--- src/rtl/sigmoid_arbiter.sv ---
// sigmoid_arbiter: shares one combinational sigmoid LUT among N_REQ requesters.
// Round-robin grant by default; define SIGMOID_ARB_FIXED_PRI_EN for fixed
// priority (lowest index wins, no rotating pointer).
// Pipeline: grant/handshake -> lut_z register -> rsp_h register (2-cycle latency).
module sigmoid_arbiter #(
  parameter int unsigned N_REQ = 4,
  parameter int unsigned ID_W  = 2
) (
  input  logic               clk,
  input  logic               rst_n,
  input  logic               en,
  input  logic [N_REQ-1:0]   req_valid,
  input  logic [8*N_REQ-1:0] req_z,
  output logic [N_REQ-1:0]   req_ready,
  output logic [7:0]         lut_z,
  input  logic [7:0]         lut_h,
  output logic [N_REQ-1:0]   rsp_valid,
  output logic [7:0]         rsp_h,
  output logic [ID_W-1:0]    rsp_id,
  output logic               busy
);

  localparam int unsigned Z_W = 8;

  logic [N_REQ-1:0] grant;
  logic [ID_W-1:0]  gidx;
  logic             hs;
  logic [Z_W-1:0]   sel_z;
  logic             v1;
  logic [ID_W-1:0]  id1;
  logic [N_REQ-1:0] rsp_valid_d;

`ifdef SIGMOID_ARB_FIXED_PRI_EN
  // Fixed priority: lowest-indexed valid requester wins
  always_comb begin
    grant = '0;
    gidx  = '0;
    hs    = 1'b0;
    if (rst_n && en) begin
      for (int unsigned k = 0; k < N_REQ; k++) begin
        if (!hs && req_valid[k]) begin
          hs       = 1'b1;
          grant[k] = 1'b1;
          gidx     = ID_W'(k);
        end
      end
    end
  end
`else
  logic [ID_W-1:0] ptr;
  int unsigned     idx;

  // Round-robin: first valid requester at or above ptr, wrapping to 0
  always_comb begin
    grant = '0;
    gidx  = '0;
    hs    = 1'b0;
    idx   = 0;
    if (rst_n && en) begin
      for (int unsigned k = 0; k < N_REQ; k++) begin
        idx = 32'(ptr) + k;
        if (idx >= N_REQ) idx = idx - N_REQ;
        if (!hs && req_valid[ID_W'(idx)]) begin
          hs                   = 1'b1;
          grant[ID_W'(idx)]    = 1'b1;
          gidx                 = ID_W'(idx);
        end
      end
    end
  end

  // Pointer advances past the granted requester
  always_ff @(posedge clk or negedge rst_n) begin
    if (!rst_n) begin
      ptr <= '0;
    end else if (hs) begin
      ptr <= (gidx == ID_W'(N_REQ - 1)) ? '0 : gidx + ID_W'(1);
    end
  end
`endif

  // Select the granted requester's z
  always_comb begin
    sel_z = '0;
    for (int unsigned i = 0; i < N_REQ; i++) begin
      if (grant[i]) sel_z = req_z[Z_W*i +: Z_W];
    end
  end

  // One-hot response strobe for the stage-1 owner
  always_comb begin
    rsp_valid_d = '0;
    for (int unsigned i = 0; i < N_REQ; i++) begin
      rsp_valid_d[i] = v1 && (id1 == ID_W'(i));
    end
  end

  // Stage 1 (LUT input) and stage 2 (response) registers
  always_ff @(posedge clk or negedge rst_n) begin
    if (!rst_n) begin
      v1        <= 1'b0;
      id1       <= '0;
      lut_z     <= '0;
      rsp_valid <= '0;
      rsp_h     <= '0;
      rsp_id    <= '0;
    end else begin
      v1        <= hs;
      rsp_valid <= rsp_valid_d;
      if (hs) begin
        lut_z <= sel_z;
        id1   <= gidx;
      end
      if (v1) begin
        rsp_h  <= lut_h;
        rsp_id <= id1;
      end
    end
  end

  assign req_ready = grant;
  assign busy      = v1 | (|rsp_valid);

endmodule
--- config.mk ---
export PLATFORM = sky130hd
export DESIGN_NAME = sigmoid_arbiter
export DESIGN_NICKNAME = d
export VERILOG_FILES = /design/src/rtl/sigmoid_arbiter.sv
export SDC_FILE = /design/constraint.sdc
export NUM_CORES = 1
export LEC_CHECK = 0
export CAP_MARGIN = 30
export CORE_ASPECT_RATIO = 0.6
export CORE_UTILIZATION = 46
export CTS_BUF_LIST = sky130_fd_sc_hd__clkbuf_16
export DETAILED_ROUTE_END_ITERATION = 8
export PLACE_DENSITY = 0.85
export REMOVE_ABC_BUFFERS = 1
export SYNTH_ARGS = -nofsm -noshare
export SYNTH_HDL_FRONTEND = slang
export SYNTH_SLANG_ARGS = --single-unit
--- constraint.sdc ---
create_clock -name clk -period 8.5 [get_ports clk]
set_input_delay 1.7 -clock clk [delete_from_list [all_inputs] [get_ports clk]]
set_output_delay 1.7 -clock clk [all_outputs]
set_load 0.03 [all_outputs]
---- Word level (Yosys, flattened, before mapping) ----
Cells that the tools add are included.
storage, ports and cells
  register bits ........................... 27
  input bits .............................. 47
  logic and storage cells ................. 102
  output and inout bits ................... 27
cells by class
  add/sub/neg operators ................... 8
  bitwise logic cells ..................... 4
  $lt $le $gt $ge ......................... 12
  reduce and logical (&&, ||, !) cells .... 17
  multiplexer cells ....................... 50
  eq/ne operators ......................... 4
operator list
  kind                                                  count
  2-to-1 mux 4 bit                                      8
  2-to-1 mux 8 bit                                      4
  2-to-1 mux 2 bit                                      14
  2-to-1 mux 1 bit                                      16
  logical AND 1 bit                                     12
  < comparator 2 x 3 -> 1 bit (second input constant)   4
  OR 4 bit                                              3
  >= comparator 3 bit (second input constant)           3
  binary-select mux 1 bit (select 2 bit)                4
  demux 1 bit (select 2 bit)                            4
  >= comparator 2 x 1 -> 1 bit (second input constant)  4
  subtractor 2 x 1 -> 2 bit (second input constant)     4
  adder 2 x 2 -> 3 bit (second input constant)          2
  == test 2 bit (second input constant)                 3
  OR reduction 4 bit                                    1
  adder 2 x 1 -> 3 bit (second input constant)          1
  >= comparator 2 x 3 -> 1 bit (second input constant)  1
  logical NOT 1 bit                                     3
  adder 2 x 1 -> 2 bit (second input constant)          1
  == test 2 x 1 -> 1 bit (second input constant)        1
  logical NOT 2 bit                                     1
  OR 1 bit                                              1

---- Depth between registers and ports, before layout ----
Gate-level depths: netlist (run 1).
  depth in word-level cells ............... 23
  mapped depth ............................ 11
  mapped depth without buffers ............ 8

---- Worst setup path after synthesis (run 1) ----
Ideal clock, no wire load.
  path kind ............................... input -> output
  start point ............................. input port req_valid[2]
  end point ............................... output port req_ready[2]
  required time ........................... 6.800 ns
  path slack .............................. 3.344 ns
  path buffers ............................ 1
  stages .................................. 6
  data arrival time ....................... 3.456 ns
  path through ............................ buf_2 > mux4_2 > a221oi_1 > nor4_1 > a311oi_2 > inv_1
between the ends
  cells in the longest elaborated chain, start to end .. 16
  elaborated cells on any way between the ends .. 31
  classes of those cells .................. 22 x mux; 3 x bitwise; 6 x reduce/logical
RTL lines
  what                                    RTL line  source
  start: declaration                      12        input logic [N_REQ-1:0] req_valid,
  binary-select mux 1 bit (select 2 bit)  63        if (!hs && req_valid[ID_W'(idx)]) begin
  2-to-1 mux 1 bit (not written as such)  63
  2-to-1 mux 1 bit                        63
  2-to-1 mux 1 bit                        59        if (rst_n && en) begin
  logical NOT 1 bit                       63
  logical AND 1 bit                       63
  2-to-1 mux 1 bit                        63
  2-to-1 mux 1 bit                        59
  logical NOT 1 bit                       63
  logical AND 1 bit                       63
  2-to-1 mux 1 bit                        63
  2-to-1 mux 1 bit                        59
  logical NOT 1 bit                       63
  logical AND 1 bit                       63
  2-to-1 mux 4 bit (*)                    63
  2-to-1 mux 4 bit (*)                    59
  end: declaration                        14        output logic [N_REQ-1:0] req_ready,
Mark *: on every way between the ends. The rest lies on a longest branch, timed or not. The select of a mux whose other input is x is not followed.

---- Worst setup path after layout (run 1) ----
  start point ............................. input port req_valid[3]
  end point ............................... output port req_ready[1]
The elaborated chain is that of the path after synthesis.

==> summary.md, run 1 <==
| Metric | Value |
|---|---|
| Largest cells by area after synthesis | `dfrtp_1, mux2_2, a31oi_1` |
| Unrepaired setup endpoints after global routing | `no` |
| Largest net degree at the start of global routing | `30` |
| Min-Delay Path Class | `reg2reg` |
| Most frequent cell after synthesis | `dfrtp_1` |
| Ys async rst share | `100.0%` |
| Routed via count | `1,753` |
| CTS tree | `done` |
| Final Hold Vio Count | `0` |
| Fmax | `0.1572 GHz` |
| Post-Route WL | `5311 um` |
| Setup bufs post-CTS | `0` |
| Distinct cells, synth | `45` |
| Worst-Margin Slew | `0.6704 ns` |
| Total track usage | `26.64%` |
| Multi-input gate area | `1030 um^2` |
| Placed cell area | `2540 um^2` |
| Dpl hpwl | `3837 um` |
| Status | `finished, final reports clean` |
| Routability cong. | `0.9369` |
| Final Max Slew Viols | `0` |
| Yosys top cell by area | `dfrtp_1` |
| Final antenna-violating net count | `0` |
| Setup tns final | `0 ns` |
| Critical Path RT | `6.80 ns` |
| Post-synth EDFFs | `0` |
| Pwr dens | `314.2 nW/um^2` |
| Register area | `675.6 um^2` |
| FILL cells | `285` |
| Worst Slack Setup Final | `2.140 ns` |
| TritonRoute pass-1 iters | `4` |
| Die X | `82.74 um` |
| TritonCTS Buffers | `3` |
| Cts repair resizes | `0` |
| Clock sink total | `27` |
| Port Buffers | `73` |
| Clk_lat worst skew | `0.26 ns` |
| Area grow syn2layout | `45.83%` |
| Post-synth top area share | `37.55%` |
| Starting DRT DRC Count | `100` |
| Rel. slew slack | `55.31%` |
| Final Cycle Share | `74.82%` |
| Vias in the first global route | `1,681` |
| First-pass GRT wire length | `8224 um` |
| Synth cell count leaders | `dfrtp_1, a31oi_1, mux2_2, inv_1` |
| Register bit count reported by yosys | `27` |
| Antenna Cells | `0` |
| Main synth FF type | `dfrtp_1` |
| Placed Cells incl. Taps | `288` |
| H-Tree Depth | `1` |
| Max FO, Critical Path | `10` |
| DR DRC count | `0` |
| Row cnt | `17` |
| Post-synthesis cell count | `180` |
| Post-Syn Area | `1799 um^2` |
| Layout cells sized above 1 | `11.02%` |
| Post-layout min period | `6.360 ns` |
| Antenna violations before repair | `0` |
| Design area | `2624 um^2` |
| I/O pin count | `74` |
| Initial core utilization | `48.61%` |
| Die height | `50.45 um` |
| Die area | `4174 um^2` |
| Clock skew | `0.001956 ns` |
| Synth Area per Inst | `9.996 um^2` |
| Nets | `300` |
| Hold-fix buffers at CTS | `0` |
| Cell Count, Final, Fillers Out | `292` |
| Pleak | `1.032 nW` |
| Power Total | `0.8245 mW` |
| Max IR drop VDD | `193.2 uV` |
| Post-synthesis sequential area ratio | `37.55%` |
| Dpl ws | `2.181 ns` |
| Total grt overflow | `0` |
| Synth Warn # | `0` |
| Clock buffer depth | `2` |
| Root Driver | `clkbuf_16` |
| Routed vias/inst | `6.003` |
| Max cap viols | `0` |
| # setup viols final | `0` |
| CP Capture Type | `output port` |
| Worst setup path class | `in2out` |
| CP arrival | `4.66 ns` |
| Crit path launch type | `input port` |
| Clock-pin slew on the worst setup and hold paths | `0.07 ns` |
| Core box area | `3701 um^2` |
| Wirelength per Cell | `18.19 um` |
[power breakdown]
part / switching, mW / internal, mW
logic: 0.289 / 0.205
clock network: 0.0471 / 0.0651
registers: 0.0482 / 0.170
[per-layer routing]
layer  GRT usage [%]  up-vias  share of wire [%]
li1                -      818                  -
met1           36.86      850                 43
met2           43.03       81                 47
met3           7.273        4                9.8
met4           2.874        0               0.47
met5               0        -                  0
[critical path, cell delays in order]
cell             delay [ns]
clkdlybuf4s50_1        0.68
or3b_1                 0.44
a2111oi_4              0.48
o21ai_1                0.17
a31oi_2                0.43
clkdlybuf4s50_1        0.77
[final cells by class]
type | instances | share of cell area (%)
sequential | 27 | 25.75
multi-input combinational | 130 | 39.25
clock buffer | 3 | 2.861
tap | 47 | 2.241
clock inverter | 1 | 0.3338
timing repair buffer | 74 | 28.14
inverter | 10 | 1.431
[worst paths after layout]
| kind | startpoint | to | slack, ns | cells after the start |
|---|---|---|---|---|
| hold / removal | rsp_h[5] | rsp_h[5] | 0.51 | 1 |
| setup / recovery | req_valid[3] | req_ready[1] | 2.14 | 6 |
| hold reg to reg | rsp_h[5] | rsp_h[5] | 0.51 | 1 |
| setup reg to reg | ptr[0] | lut_z[7] | 5.12 | 8 |
| min in group asynchronous | rst_n | lut_z[5] | 1.82 | 2 |
| max in group asynchronous | rst_n | ptr[1] | 6.41 | 2 |
[cells by family (layout without fill, tap and decap cells)]
group / count (synthesis) / count (layout) / synth area share (%)
compound gates: 52 / 52 / 23.51
xor+xnor: 1 / 1 / 0.4869
fa+ha+maj: 7 / 7 / 4.868
buf+inv: 23 / 88 / 5.216
flops: 27 / 27 / 37.55
mux: 14 / 14 / 10.64
simple gates: 56 / 56 / 17.73
[registers in the layout (all words and copies together) (netlist names)]
signal     flops
lut_z          8
rsp_h          8
rsp_valid      4
rsp_id         2
v1             1
id1            2
ptr            2
[placed cells by master, fill, tap and decap left out, types with 4 or more instances in the layout]
cell             synthesis  final
nor2b_1                  4      4
and3_1                   4      4
mux2_2                  11     11
o21ai_0                  5      5
inv_1                   10     10
dfrtp_1                 27     27
nand4_1                  9      9
a31oi_1                 16     16
o22ai_1                  8      8
ha_1                     7      7
nand2_1                  9      9
nand3_1                  9      9
clkdlybuf4s50_1          0     73
[metrics by stage]
stage / utilization (%) / hold WS [ns]
global route: 70.89 / 0.5317
CTS: 70.89 / 0.5185
floorplan: - / 0.4596
global placement: 68.63 / 0.4893
finish: 70.89 / 0.5145
detailed placement: 68.63 / 0.5022
(Power assumes the default switching activity.)
==> inputs of run 2 (changes only) <==
- CORE_UTILIZATION: 46 -> 43
- PLACE_DENSITY: 0.85 -> 0.8
- clock period: 8.5 -> 5.9 ns (I/O delays scaled with it)
==> summary.md, run 2 (synthesized netlist as in run 1, its figures left out) <==
| Metric | Value |
|---|---|
| Status | `finished, final reports clean` |
| First-pass GRT wire length | `8093 um` |
| Pwr dens | `449.2 nW/um^2` |
| Clk_lat worst skew | `0.26 ns` |
| Clock skew | `0.003180 ns` |
| CTS tree | `done` |
| Final Cycle Share | `88.40%` |
| Rel. slew slack | `59.82%` |
| Worst-Margin Slew | `0.6027 ns` |
| Post-layout min period | `5.216 ns` |
| TritonCTS Buffers | `3` |
| Clock-pin slew on the worst setup and hold paths | `0.06 ns` |
| TritonRoute pass-1 iters | `4` |
| CP cell instances | `clkdlybuf4s50_1, or3b_1, a2111oi_4, o21ai_1, a31o_1, inv_1, clkdlybuf4s50_1` |
| Nets | `303` |
| Critical Path RT | `4.72 ns` |
| Hold WS | `0.5049 ns` |
| Largest net degree at the start of global routing | `28` |
| I/O pin count | `74` |
| # setup viols final | `0` |
| Worst path max stage delay | `0.69 ns` |
| Commonest non-fill, non-tap cell in the layout | `clkdlybuf4s50_1` |
| Unrepaired setup endpoints after global routing | `no` |
| Root Driver | `clkbuf_16` |
| DR DRC count | `0` |
| CP Capture Type | `output port` |
| CP arrival | `4.04 ns` |
| Row cnt | `17` |
| Kind of cell adding the most delay to the critical path | `buffers and inverters` |
| Slowest cell on the critical path | `clkdlybuf4s50_1` |
| Setup bufs post-CTS | `0` |
| Max FO, Critical Path | `10` |
| Min-Delay Path Class | `reg2reg` |
| Starting DRT DRC Count | `166` |
| Routed via count | `1,734` |
| Total track usage | `23.77%` |
| Max cap viols | `0` |
| Post-Route WL | `5237 um` |
| Routed vias/inst | `5.878` |
| Clock sink total | `27` |
| Final Max Slew Viols | `0` |
| Cts repair resizes | `0` |
| Dpl hpwl | `3883 um` |
| Antenna Cells | `0` |
| Port Buffers | `73` |
| Highest-count cells in the layout ignoring fill and taps | `clkdlybuf4s50_1, dfrtp_1, a31oi_1` |
| Die X | `85.51 um` |
| Pleak | `1.043 nW` |
| Area grow syn2layout | `47.01%` |
| Regs by FF count | `lut_z x8, rsp_h x8, rsp_valid x4` |
| Setup tns final | `0 ns` |
| H-Tree Depth | `1` |
| Die height | `52.11 um` |
| Die area | `4456 um^2` |
| Register area | `675.6 um^2` |
| Most Frequent Cell on Critical Path | `clkdlybuf4s50_1` |
| Final Hold Vio Count | `0` |
| Final antenna-violating net count | `0` |
| Worst setup path class | `in2out` |
| Total grt overflow | `0` |
| Crit path launch type | `input port` |
| Fmax | `0.1917 GHz` |
| FILL cells | `305` |
| Buf/Inv on CP | `3` |
| Initial core utilization | `46.99%` |
| Multi-input gate area | `1030 um^2` |
| Routability cong. | `0.9234` |
| Wirelength per Cell | `17.75 um` |
| Max IR drop VDD | `330.6 uV` |
| Core box area | `3829 um^2` |
| Hold-fix buffers at CTS | `0` |
| Clock buffer depth | `2` |
| Antenna violations before repair | `0` |
| Layout cells sized above 1 | `12.10%` |
| Vias in the first global route | `1,601` |
-- run 2: worst reg2reg max path, cell delays in order, from the launching register on --
cell and delay [ns]:
dfrtp_1 0.73, inv_1 0.29, ha_1 0.49, mux4_2 0.43, a221oi_1 0.32, nor4_1 0.10
a311oi_2 0.25, buf_4 0.20, nand4_1 0.14, a31oi_1 0.20
-- run 2: area by class of cell --
type	instances	area share, %
multi-input combinational	130	38.93
timing repair buffer	77	28.76
sequential	27	25.54
clock buffer	3	2.838
tap	47	2.223
inverter	10	1.419
clock inverter	1	0.2838
-- run 2: worst paths after layout --
check | startpoint | cells past startpoint | slack, ns | endpoint
max | req_valid[3] | 7 | 0.68 | req_ready[3]
min reg2reg | rsp_h[6] | 1 | 0.50 | rsp_h[6]
min in group asynchronous | rst_n | 2 | 1.35 | rsp_valid[0]
min | rsp_h[6] | 1 | 0.50 | rsp_h[6]
max reg2reg | ptr[0] | 9 | 2.67 | lut_z[2]
max in group asynchronous | rst_n | 2 | 4.30 | id1[0]
-- run 2: per-stage QoR --
stage,worst slack [ns],utilization (%),power [mW],std cells,area (um^2)
2_1_floorplan,1.956,-,0.7640,167,1743
3_3_place_gp,0.7621,66.93,1.015,291,2562
3_5_place_dp,0.7137,66.93,1.025,291,2562
4_1_cts,0.7121,69.09,1.186,295,2645
5_1_grt,0.5627,69.09,1.261,295,2645
6_report,0.6844,69.09,1.188,295,2645
-- run 2: power breakdown --
part	switching (mW)	internal, mW
Clock	0.0633	0.0921
Combinational	0.418	0.300
Sequential	0.0683	0.246
Total	0.550	0.638
-- run 2: per-layer routing --
metal  GRT usage (%)  up-vias  wire length, um
li1                -      825                -
met1           33.87      830             2343
met2           37.73       77             2429
met3           5.238        2              440
met4           4.167        0               23
met5               0        -                0
